===== config.mk =====
export PLATFORM = sky130hd
export DESIGN_NAME = kernel_launcher
export DESIGN_NICKNAME = d
export VERILOG_FILES = /design/src/rtl/kernel_launcher.sv
export SDC_FILE = /design/constraint.sdc
export NUM_CORES = 1
export LEC_CHECK = 0
export BUFFER_PORTS_ARGS = -buffer_cell sky130_fd_sc_hd__buf_4
export CAP_MARGIN = 15
export CORE_MARGIN = 4
export CORE_UTILIZATION = 53
export CTS_CLUSTER_DIAMETER = 150
export DETAILED_ROUTE_END_ITERATION = 8
export GPL_TIMING_DRIVEN = 0
export PLACE_DENSITY = 0.76
export SYNTH_ARGS = -nofsm -noshare
export SYNTH_HDL_FRONTEND = slang
export SYNTH_SLANG_ARGS = --single-unit

===== constraint.sdc =====
create_clock -name clk -period 2.8 [get_ports clk]
set_clock_uncertainty 0.15 [all_clocks]
set_input_delay 0.42 -clock clk [delete_from_list [all_inputs] [get_ports clk]]
set_output_delay 0.42 -clock clk [all_outputs]
set_load 0.03 [all_outputs]

===== src/rtl/kernel_launcher.sv =====
`default_nettype none
// =============================================================================
// kernel_launcher : queues host kernel descriptors, runs each on the GPU. Rev 1.0
// =============================================================================
module kernel_launcher #(
    parameter int QUEUE_DEPTH    = 4,
    parameter int RESET_CYCLES   = 2,
    parameter int TIMEOUT_CYCLES = 0,
    parameter int CONFIG_WIDTH   = 32
) (
    input  logic                               clk,
    input  logic                               reset,
    input  logic                               launch_valid,
    input  logic [CONFIG_WIDTH-1:0]            launch_config,
    output logic                               launch_ready,
    output logic [7:0]                         launch_id,
    output logic [$clog2(QUEUE_DEPTH+1)-1:0]   queue_count,
    output logic                               busy,
    output logic                               gpu_reset,
    output logic                               gpu_execution_start,
    output logic [CONFIG_WIDTH-1:0]            gpu_kernel_config,
    input  logic                               gpu_execution_done,
    output logic                               done_valid,
    output logic [7:0]                         done_id,
    output logic [31:0]                        done_cycles,
    output logic                               done_timeout
);

    localparam int CNT_W   = $clog2(QUEUE_DEPTH + 1);
    localparam int PTR_W   = $clog2(QUEUE_DEPTH);
    localparam int RST_W   = $clog2(RESET_CYCLES + 1);
    localparam int ENTRY_W = CONFIG_WIDTH + 8;

    localparam logic [CNT_W-1:0] C_FULL_COUNT = CNT_W'(QUEUE_DEPTH);
    localparam logic [RST_W-1:0] C_RST_LOAD   = RST_W'(RESET_CYCLES);
    localparam logic [31:0]      C_TIMEOUT    = 32'(TIMEOUT_CYCLES);

    typedef enum logic [2:0] {
        S_IDLE      = 3'd0,
        S_RESET_GPU = 3'd1,
        S_START     = 3'd2,
        S_RUN       = 3'd3,
        S_COMPLETE  = 3'd4
    } state_t;

    state_t                   state_q, state_d;
    logic [ENTRY_W-1:0]       mem_q [QUEUE_DEPTH];
    logic [PTR_W-1:0]         wr_ptr_q, wr_ptr_d;
    logic [PTR_W-1:0]         rd_ptr_q, rd_ptr_d;
    logic [CNT_W-1:0]         count_q, count_d;
    logic [7:0]               next_id_q, next_id_d;
    logic [CONFIG_WIDTH-1:0]  cfg_q, cfg_d;
    logic [7:0]               id_q, id_d;
    logic [RST_W-1:0]         rst_cnt_q, rst_cnt_d;
    logic [31:0]              cyc_cnt_q, cyc_cnt_d;
    logic [7:0]               done_id_q, done_id_d;
    logic [31:0]              done_cycles_q, done_cycles_d;
    logic                     done_timeout_q, done_timeout_d;

    logic                     push;
    logic                     pop;
    logic [ENTRY_W-1:0]       head;
    logic [31:0]              cyc_inc;

    // Full is the only back-pressure: a same-cycle pop never frees a slot early.
    assign launch_ready = (count_q != C_FULL_COUNT);
    assign push         = launch_valid && launch_ready;
    assign head         = mem_q[rd_ptr_q];
    assign cyc_inc      = (cyc_cnt_q == 32'hFFFF_FFFF) ? cyc_cnt_q : cyc_cnt_q + 32'd1;

    assign launch_id           = next_id_q;
    assign queue_count         = count_q;
    assign busy                = (state_q != S_IDLE);
    assign gpu_reset           = (state_q != S_START) && (state_q != S_RUN);
    assign gpu_execution_start = (state_q == S_START) || (state_q == S_RUN);
    assign gpu_kernel_config   = cfg_q;
    assign done_valid          = (state_q == S_COMPLETE);
    assign done_id             = done_id_q;
    assign done_cycles         = done_cycles_q;
    assign done_timeout        = done_timeout_q;

    always_comb begin
        state_d        = state_q;
        pop            = 1'b0;
        cfg_d          = cfg_q;
        id_d           = id_q;
        rst_cnt_d      = rst_cnt_q;
        cyc_cnt_d      = cyc_cnt_q;
        done_id_d      = done_id_q;
        done_cycles_d  = done_cycles_q;
        done_timeout_d = done_timeout_q;

        case (state_q)
            S_IDLE: begin
                if (count_q != '0) begin
                    pop       = 1'b1;
                    cfg_d     = head[ENTRY_W-1:8];
                    id_d      = head[7:0];
                    rst_cnt_d = C_RST_LOAD;
                    state_d   = S_RESET_GPU;
                end
            end
            S_RESET_GPU: begin
                rst_cnt_d = rst_cnt_q - RST_W'(1);
                if (rst_cnt_q <= RST_W'(1)) begin
                    state_d = S_START;
                end
            end
            S_START: begin
                cyc_cnt_d = '0;
                state_d   = S_RUN;
            end
            S_RUN: begin
                cyc_cnt_d = cyc_inc;
                // done has priority over a timeout landing in the same cycle
                if (gpu_execution_done) begin
                    done_id_d      = id_q;
                    done_cycles_d  = cyc_inc;
                    done_timeout_d = 1'b0;
                    state_d        = S_COMPLETE;
                end else if ((C_TIMEOUT != 32'd0) && (cyc_inc == C_TIMEOUT)) begin
                    done_id_d      = id_q;
                    done_cycles_d  = cyc_inc;
                    done_timeout_d = 1'b1;
                    state_d        = S_COMPLETE;
                end
            end
            S_COMPLETE: begin
                state_d = S_IDLE;
            end
            default: begin
                state_d = S_IDLE;
            end
        endcase
    end

    always_comb begin
        wr_ptr_d  = push ? wr_ptr_q + PTR_W'(1) : wr_ptr_q;
        rd_ptr_d  = pop  ? rd_ptr_q + PTR_W'(1) : rd_ptr_q;
        next_id_d = push ? next_id_q + 8'd1 : next_id_q;
        count_d   = count_q;
        case ({push, pop})
            2'b10:   count_d = count_q + CNT_W'(1);
            2'b01:   count_d = count_q - CNT_W'(1);
            default: count_d = count_q;
        endcase
    end

    always_ff @(posedge clk) begin
        if (push) begin
            mem_q[wr_ptr_q] <= {launch_config, next_id_q};
        end
    end

    always_ff @(posedge clk) begin
        if (reset) begin
            state_q        <= S_IDLE;
            wr_ptr_q       <= '0;
            rd_ptr_q       <= '0;
            count_q        <= '0;
            next_id_q      <= '0;
            cfg_q          <= '0;
            id_q           <= '0;
            rst_cnt_q      <= '0;
            cyc_cnt_q      <= '0;
            done_id_q      <= '0;
            done_cycles_q  <= '0;
            done_timeout_q <= 1'b0;
        end else begin
            state_q        <= state_d;
            wr_ptr_q       <= wr_ptr_d;
            rd_ptr_q       <= rd_ptr_d;
            count_q        <= count_d;
            next_id_q      <= next_id_d;
            cfg_q          <= cfg_d;
            id_q           <= id_d;
            rst_cnt_q      <= rst_cnt_d;
            cyc_cnt_q      <= cyc_cnt_d;
            done_id_q      <= done_id_d;
            done_cycles_q  <= done_cycles_d;
            done_timeout_q <= done_timeout_d;
        end
    end

endmodule
`default_nettype wire


After elaboration in Yosys (flattened, before gate mapping):

Memory sizes are Yosys's and may differ from the RTL's. A register that Yosys moved wholly into a read port is not among the register bits.
Cells that the tools add are included.

* add/subtract/negate cells: 7
* multiply operators: 0
* div/mod/pow operators: 0
* $lt $le $gt $ge: 1
* eq/ne operators: 13
* shift operators: 0
* muxes and demuxes: 13
* bitwise operators: 0
* reduce and logical (&&, ||, !) cells: 13

Operators by type and width (number)
* $pmux 32 s2: 1
* $add 32x1->32 const B: 1
* $eq 32x32->1 const B: 1
* $mux 32: 1
* $pmux 3 s4: 1
* $mux 3: 3
* $add 8x1->8 const B: 1
* $eq 3x2->1 const B: 2
* $ne 2x2->1 const B: 3
* $ne 3x2->1 const B: 2
* $pmux 3 s2: 1
* $reduce_and 2->1: 3
* $reduce_bool 2->1: 3
* $reduce_bool 3->1: 2
* $add 2x1->2 const B: 2
* $mux 1: 4
* $pmux 2 s2: 1
* $add 3x1->3 const B: 1
* $eq 3x1->1 const B: 1
* $eq 3x3->1 const B: 1
* $logic_not 3->1: 1
* $ne 3x3->1 const B: 1
* $reduce_and 3->1: 1
* $sub 3x1->3 const B: 1
* other kinds (7): 8

* flip-flop bits (word level): 92
* bits in latches: 0
* memory bits (writable): 160
* ROM bits: 0
* input bits: 36
* output and inout port bits: 89
* memories: 1

Memories
* mem_q: depth 4, bits a word 40, read ports 1, clocked after Yosys merged registers in 1, write ports 1, RTL line 47 `logic [ENTRY_W-1:0] mem_q [QUEUE_DEPTH];`

Longest topological paths before layout:

Gate-level depths: netlist of the first run.

* word-level depth: 5
* gate-level depth with buffers: 10
* gate-level depth less buffers: 8

Worst setup path before layout of the first run:

No wires, ideal clock.

* path kind: flip-flop to flip-flop
* from: register count_q[0], in the netlist queue_count[0]
* to: memory mem_q[1][0] in the netlist's numbering, enable pin
* arrival time: 2268 ps
* data required time: 2249 ps
* path slack: -19 ps
* cell stages (with the launch flop): 5
* path through: dfxtp_1 > nor2_1 > a21boi_0 > clkbuf_1 > and2_1

* longest elaborated chain between the ends: 4

Ends and longest elaborated chain
* start, declared: RTL line 50 `logic [CNT_W-1:0] count_q, count_d;`
* start signal, assigned: RTL line 173 `count_q <= count_d;`
* $ne 3x3->1: RTL line 66 `assign launch_ready = (count_q != C_FULL_COUNT);`
* $logic_and 1x1->1: RTL line 67 `assign push = launch_valid && launch_ready;`
* $mux 1: RTL line 150 `if (push) begin`
* $mux 1 (implied by the code): RTL line 151 `mem_q[wr_ptr_q] <= {launch_config, next_id_q};`
* end, declared: RTL line 47

No other way between the ends.

Final worst setup path of the first run:

* from: register cyc_cnt_q[0]
* to: register done_cycles_q[31], in the netlist done_cycles[31]

* longest elaborated chain between the ends: 2
* elaborated cells on any way between the ends: 3
* those cells by class: add/sub: 1; eq/ne: 1; mux: 1

Ends and longest elaborated chain
* start, declared: RTL line 55 `logic [31:0] cyc_cnt_q, cyc_cnt_d;`
* start signal, assigned: RTL line 178 `cyc_cnt_q <= cyc_cnt_d;`
* $add 32x1->32 / $eq 32x32->1 (equally long branches): RTL line 69 `assign cyc_inc = (cyc_cnt_q == 32'hFFFF_FFFF) ? cyc_cnt_q : cyc_cnt_q + 32'd1;`
* $mux 32 *: RTL line 69
* end signal, assigned: RTL line 180 `done_cycles_q <= done_cycles_d;`
* end, declared: RTL line 57 `logic [31:0] done_cycles_q, done_cycles_d;`

Every way passes the cells marked *; elsewhere a longest branch is shown, timed or not.
A chain may end at the register's enable or synchronous reset.

==> key figures, run 1 <==
Drt
  – Drc violations: 0
  – Wire per inst: 18.8 µm
  – 1st-pass router iterations: 5
  – Initial DRC Count: around 370
  – Drt total wl: 26.3 mm
  – ANT nets after route: 0
  – Via count: 7835
  – Via density per instance: approximately 5.6

Cells and area
  – Multi-input gate area: a little under 4000 µm²
  – Synthesis-to-layout area growth: 22.7%
  – Register area: between 7000 and 8000 µm²
  – Most common cell after layout, fill and taps aside: edfxtp_1
  – Share of layout cells above drive strength 1: 23.5%
  – Final-stage net count: approximately 1100
  – Antenna diode count: 0
  – Most frequent cells in the layout: 160 x edfxtp_1, 138 x nand2_1, 130 x dfxtp_1
  – FILL cells: roughly 1500

STA
  – Max-slew violation count: 0
  – Peak Freq: ~0.38 GHz
  – Fin crit share: between 90% and 100%
  – Rel. slew slack: 25.4%
  – Post-route worst setup slack: 139 ps
  – Least-Margin Pin Slew: about 1100 ps
  – Final hold violation count: 0
  – Min Clock Period, post-route: between 2000 and 3000 ps
  – RSZ-0062 raised after global routing: no
  – # setup viols final: 0

Hold path
  – Hold path start: reset
  – WHS Endpoint: cyc_cnt_q[3]
  – HP Class: in2reg
  – Hold depth: 3

Pwr
  – Total power: around 13 mW
  – Net Sw Frac: 31.3%
  – Comb pwr share: 26.0%
  – Peak VDD IR: ~830 µV
  – Switching Power: about 4.0 mW
  – Sequential power share: a little over two fifths
  – Clk pwr share: between 30% and 40%
  – Lkg Pwr: approximately 5.1 nW
  – Pint: around 9 mW
  – Pwr per Cell Area: between 800 and 900 nW/µm²

GRT
  – Initial antenna violation count: 0
  – Number of global-route vias before repair: about 8000
  – Largest net degree at the start of global routing: 41
  – GRT Total Usage: ~21%
  – Total global routing overflow: 0
  – Global-route wire length before repair: approximately 42 mm

Synth
  – Post-synth cell types: 65
  – Fraction of registers with async set/reset: 0%
  – Synth Net Count: slightly below 1000
  – Sequential area share after synthesis: between 60% and 70%
  – Mean post-synth cell area: 12.7 µm²
  – Post-synthesis register bit count: between 200 and 300
  – Mapped cell area: around 12000 µm²
  – Yosys warning total: 0
  – Most used DFF post-synth: edfxtp_1
  – Cells after Synth: slightly above 900
  – Post-synth EDFFs: 160

Setup path
  – Reg2reg setup slack: between 100 and 150 ps
  – Worst path max stage delay: roughly 400 ps
  – Crit. End Element: flop
  – Worst Path Required: a little over 3000 ps
  – R2R cell count: 8
  – Crit Path Category: reg2reg
  – Reg-to-Reg End: done_cycles[31]
  – Worst path cell trace: ha_1 > nand4_4 > nor4_4 > a31oi_2 > buf_6 > nand3_1 > xor2_1 > a211oi_1
  – Master of the slowest instance on the critical path: dfxtp_1
  – Crit-path max FO: 10
  – Startpoint Class: flop
  – R2r startpoint: cyc_cnt_q[0]
  – Crit path arrival time: approximately 2900 ps

Job
  – Max Cap Violations: 0

Floorplan
  – Row count: 53
  – Die X: 156 µm
  – Die height: around 160 µm
  – Die area: 24400 µm²
  – Initial Utilization: 54.7%
  – Boundary Pins: around 130
  – Core area: 21300 µm²

Place
  – Port bufs: 123
  – Setup slack after placement: -383 ps
  – Dpl hpwl: 16.6 mm
  – Gpl congestion: 0.866

Clocking
  – Clk_lat worst skew: approximately 560 ps
  – Total CTS buffers: 29
  – CTS Sinks: 292
  – CTS tree: yes
  – H-tree depth: 1
  – Clock Path Buffers: 3
  – Clk root buf: clkbuf_16
  – Clock-pin slew on the worst setup and hold paths: 60 ps

Outcome
  – Outcome: finished, final reports clean
[critical path: cells and delay by family, from the launching register on]
kind / cells / cell delay [ps]
AO/OA/AOI/OAI: 2 / 390
AND/OR/NAND/NOR: 3 / 700
adder cells (fa/ha/maj): 1 / 330
buffers and inverters: 1 / 220
XOR/XNOR: 1 / 310
flip-flops: 1 / 400
[cells by family after synthesis]
group / Yosys count / share of synthesized area [%]
multiplexers: 41 / 7.83
XOR/XNOR: 41 / 3.09
buffers and inverters: 75 / 2.80
adder cells (fa/ha/maj): 9 / 1.03
flip-flops: 292 / 64.0
AND/OR/NAND/NOR: 293 / 12.4
other: 1 / 0.0322
AO/OA/AOI/OAI: 164 / 8.84
[power groups by stage]
stage	clock, mW	sequential [mW]	combinational, mW
after floorplan	0	5.96	1.67
after global placement	0	5.53	3.15
after detailed placement	0	5.56	3.21
after CTS	4.00	5.48	3.31
after global routing	4.17	5.57	3.61
final	3.91	5.50	3.31
[registers in the layout, summed over array words and instances, names as in the netlist, 3 cells and up]
name / flops
queue_count: 3
done_cycles: 32
id_q: 8
mem_q: 160
cyc_cnt_q: 32
launch_id: 8
state_q: 3
gpu_kernel_config: 32
done_id: 8
[stage by stage]
stage | instances | utilization, % | hold WS [ps] | cell area (µm²) | setup TNS (ps)
6_report | 1401 | 67.1 | 66.3 | 14300 | 0
5_1_grt | 1401 | 67.1 | 73.4 | 14300 | 0
4_1_cts | 1400 | 66.9 | 38.0 | 14200 | 0
3_5_place_dp | 1314 | 60.7 | 295 | 12900 | -45580
3_3_place_gp | 1314 | 60.7 | 290 | 12900 | -39330
2_1_floorplan | 916 | - | 282 | 11600 | 0
[cell type report]
class	instances	area share, %
buffer	63	2.02
clock buffer	46	6.38
clock inverter	8	0.543
inverter	11	0.307
multi-input combinational	549	27.2
sequential	292	52.2
tap	275	2.41
timing repair buffer	157	8.95
[routing by layer]
layer / up-vias / wire (µm) / part of all wire [%] / global-route usage, %
li1: 3757 / - / - / -
met1: 3792 / 10500 / 40 / 26.8
met2: 234 / 13300 / 50 / 37.2
met3: 52 / 1720 / 6.5 / 4.94
met4: 0 / 804 / 3.1 / 7.19
met5: - / 0 / 0 / 0
[worst max-delay path by stage]
stage / from / end / slack (ps) / depth (start not counted)
CTS: queue_count[2] / queue_count[2] / 5 / 9
finish: cyc_cnt_q[0] / done_cycles[31] / 140 / 8
floorplan: queue_count[0] / queue_count[2] / 10 / 9
global placement: queue_count[2] / queue_count[2] / -340 / 9
global route: queue_count[1] / queue_count[2] / 30 / 9
detailed placement: queue_count[2] / queue_count[2] / -380 / 9
[Yosys cell counts (3+ instances only)]
cell type	instances	share of area (%)
a211oi_1	28	1.8
a21o_1	5	0.32
a21oi_1	68	2.9
a31oi_1	20	1.1
a41oi_1	3	0.23
and2_1	8	0.43
and3_1	8	0.43
and4_1	4	0.30
buf_2	20	0.86
clkbuf_1	39	1.3
dfxtp_1	132	23
edfxtp_1	160	41
ha_1	8	0.86
inv_1	9	0.29
mux4_2	40	7.7
nand2_1	139	4.5
nand2b_1	4	0.21
nand3_1	18	0.77
nand4_1	15	0.81
nor2_1	55	1.8
nor3_1	7	0.30
nor3b_1	4	0.26
o21ai_0	19	0.82
o31ai_1	6	0.39
or3_1	10	0.54
xnor2_1	18	1.4
xor2_1	23	1.7
[timing repair]
item | in CTS | in global routing
resized for setup | 8 | 7
hold buffers | 32 | 0
endpoints found under the hold margin | 128 | 0
pin swaps | 0 | 2
buffers inserted | 0 | 1
endpoints found under the setup margin | 162 | 100
(Power assumes the default switching activity.)
==> run 2, diff against run 1 <==
- SETUP_SLACK_MARGIN: unset -> 0.3
==> key figures, run 2 (synthesis results as in run 1) <==
Clocking
  – Clk root buf: clkbuf_16
  – Clk_lat worst skew: 550 ps (about the same)
  – CTS tree: yes
  – H-tree depth: 1 (unchanged)
  – Clock-pin slew on the worst setup and hold paths: 60 ps (about the same)
  – Total CTS buffers: 29 (unchanged)
  – Clock Path Buffers: 3 (unchanged)
  – CTS Sinks: 292 (unchanged)

Drt
  – Top Metal Used: met4
  – Via count: 7916 (+1.0%)
  – Wire per inst: 18.4 µm (-1.9%)
  – Met1 wire length: 10.4 mm (-0.90%)
  – ANT nets after route: 0 (unchanged)
  – Via density per instance: 5.60 (+0.18%)
  – Drc violations: 0 (unchanged)
  – 1st-pass router iterations: 7 (+2)
  – Metal2 WL: 13.3 mm (about the same)
  – Wire length on met3: 1.60 mm (-7.2%)
  – Initial DRC Count: 449 (+20%)
  – Drt total wl: 26.0 mm (-1.0%)

Floorplan
  – Initial Utilization: 54.7% (unchanged)
  – Row count: 53 (unchanged)
  – Core area: 21300 µm² (unchanged)
  – Boundary Pins: 125 (unchanged)
  – Die X: 156 µm (unchanged)
  – Die height: 156 µm (unchanged)
  – Die area: 24400 µm² (unchanged)

Cells and area
  – FILL cells: 1480 (-4.1%)
  – Most common cell after layout, fill and taps aside: edfxtp_1
  – Largest reg by FF count: mem_q
  – Antenna diode count: 0 (unchanged)
  – Max FFs per register: 160 (unchanged)
  – Register area: 7450 µm² (about the same)
  – Multi-input gate area: 3950 µm² (+1.7%)
  – Post-route cell area: 14400 µm² (+1.2%)
  – Final-stage net count: 1160 (+1.0%)
  – Share of layout cells above drive strength 1: 25.5% (+1.9 points)
  – Fin util: 67.9% (+0.79 points)
  – Synthesis-to-layout area growth: 24.1%
  – Most frequent cells in the layout: 160 x edfxtp_1, 138 x nand2_1, 137 x buf_4

Place
  – Dpl hpwl: 16.4 mm (-1.2%)
  – Port bufs: 123 (unchanged)
  – Gpl congestion: 0.844 (-2.6%)
  – Post-DP Area: 12900 µm² (+0.20%)

Setup path
  – Crit path arrival time: 2800 ps (-120 ps)
  – Startpoint Class: flop
  – Crit. End Element: flop
  – Worst Path Buf+Inv: 2 (+1)
  – Worst Path Required: 3120 ps (+60 ps)
  – Worst path max stage delay: 420 ps (+20 ps)
  – Worst path cell trace: or3_4 > nand2_8 > inv_8 > buf_12 > ha_4 > fa_2 > xnor2_2 > or3_1 > a21oi_2
  – Master of the slowest instance on the critical path: or3_4
  – Top Family by Delay on Critical Path: simple AND/OR/NAND/NOR gates
  – Crit-path max FO: 7 (-3)
  – Crit Path Category: reg2reg

Pwr
  – Clk pwr share: 30.3% (-0.5 points)
  – Pint: 8.91 mW (+1.9%)
  – Comb pwr share: 27.2% (+1.2 points)
  – Lkg Pwr: 5.17 nW (+1.8%)
  – Peak VDD IR: 969 µV (+16%)
  – Sequential power share: 42.5% (-0.7 points)
  – Net Sw Frac: 31.2% (-0.11 points)
  – Switching Power: 4.03 mW (+1.4%)
  – Pwr per Cell Area: 896 nW/µm² (+0.55%)

STA
  – Least-Margin Pin Slew: 732 ps (-387 ps)
  – Final hold violation count: 0 (unchanged)
  – Peak Freq: 0.402 GHz (+7.0%)
  – Fin crit share: 88.8% (-6.2 points)
  – RSZ-0062 raised after global routing: yes
  – Max-slew violation count: 0 (unchanged)
  – Min Clock Period, post-route: 2490 ps (-175 ps)
  – Rel. slew slack: 51.0% (+26 points)
  – # setup viols final: 0 (unchanged)

GRT
  – Initial antenna violation count: 0 (unchanged)
  – Largest net degree at the start of global routing: 41 (unchanged)
  – Total global routing overflow: 0 (unchanged)
  – Number of global-route vias before repair: 7586 (-5.4%)
  – GRT Total Usage: 20.8% (-0.71 points)
  – Global-route wire length before repair: 40.3 mm (-3.9%)

Job
  – Max Cap Violations: 0 (unchanged)

Hold path
  – HP Class: in2reg

Outcome
  – Outcome: finished, final reports clean
run 2: cell types whose count changed in the layout (fill, tap and decap cells not counted), moves of 2 or more:
cell / before / now
ha_1: 8 / 6
clkinv_1: 3 / 1
clkbuf_1: 42 / 40
clkbuf_2: 0 / 5
clkinv_2: 4 / 6
buf_4: 126 / 137
buf_2: 20 / 18
and2_4: 0 / 4
and2_2: 4 / 0
clkbuf_8: 10 / 7
run 2: metal layers:
layer / vias up / GRT usage [%]
met3: 53 / 3.74
met4: 0 / 7.11
met2: 226 / 35.8
met5: - / 0
met1: 3859 / 26.7
li1: 3778 / -
run 2: final cells by class:
cell class / count / area share (%)
Timing Repair Buffer: 168 / 9.28
Multi-Input combinational cell: 549 / 27.4
Clock inverter: 9 / 0.753
Inverter: 11 / 0.346
Buffer: 64 / 2.21
Clock buffer: 45 / 6.07
Tap cell: 275 / 2.38
Sequential cell: 292 / 51.6
run 2: power by group through the flow:
stage | sequential (mW) | clock [mW] | combinational (mW)
after floorplan | 5.97 | 0 | 1.72
after global placement | 5.54 | 0 | 3.20
after detailed placement | 5.57 | 0 | 3.25
after CTS | 5.49 | 3.97 | 3.38
after global routing | 5.55 | 4.17 | 3.81
final | 5.50 | 3.93 | 3.52
run 2: stage by stage:
stage                     worst slack, ps  power (mW)  std cells  setup TNS (ps)  hold WS (ps)
after CTS                             206        12.8       1402               0          47.1
final                                 314        12.9       1413               0          61.8
after global placement              -23.9        8.74       1314            -751           288
after floorplan                       302        7.69        916               0           282
after detailed placement            -72.9        8.83       1314           -1120           297
after global routing                  250        13.5       1413               0          64.1
run 2: final timing paths:
kind,start,endpoint,cells past startpoint,slack [ps]
worst min-delay path,reset,cyc_cnt_q[3],3,60
worst max register to register,queue_count[0],queue_count[2],9,310
worst max-delay path,queue_count[0],queue_count[2],9,310
worst min register to register,done_id[4],done_id[4],2,300
run 2: worst register-to-register path, delay by kind of cell, from the launching register on:
kind                     cells  cell delay [ps]
buffers and inverters        2              170
AO/OA/AOI/OAI                1              120
flip-flops                   1              360
adder cells (fa/ha/maj)      2              550
AND/OR/NAND/NOR              3              900
XOR/XNOR                     1              150
run 2: what timing repair did:
| action | 4_1_cts | 5_1_grt |
|---|---|---|
| buffers inserted | 2 | 11 |
| setup endpoints to repair | 180 | 24 |
| pin swaps | 2 | 7 |
| hold endpoints to repair | 128 | 0 |
| gates resized for setup | 14 | 23 |
| gates cloned | 0 | 0 |
| hold buffers | 32 | 0 |
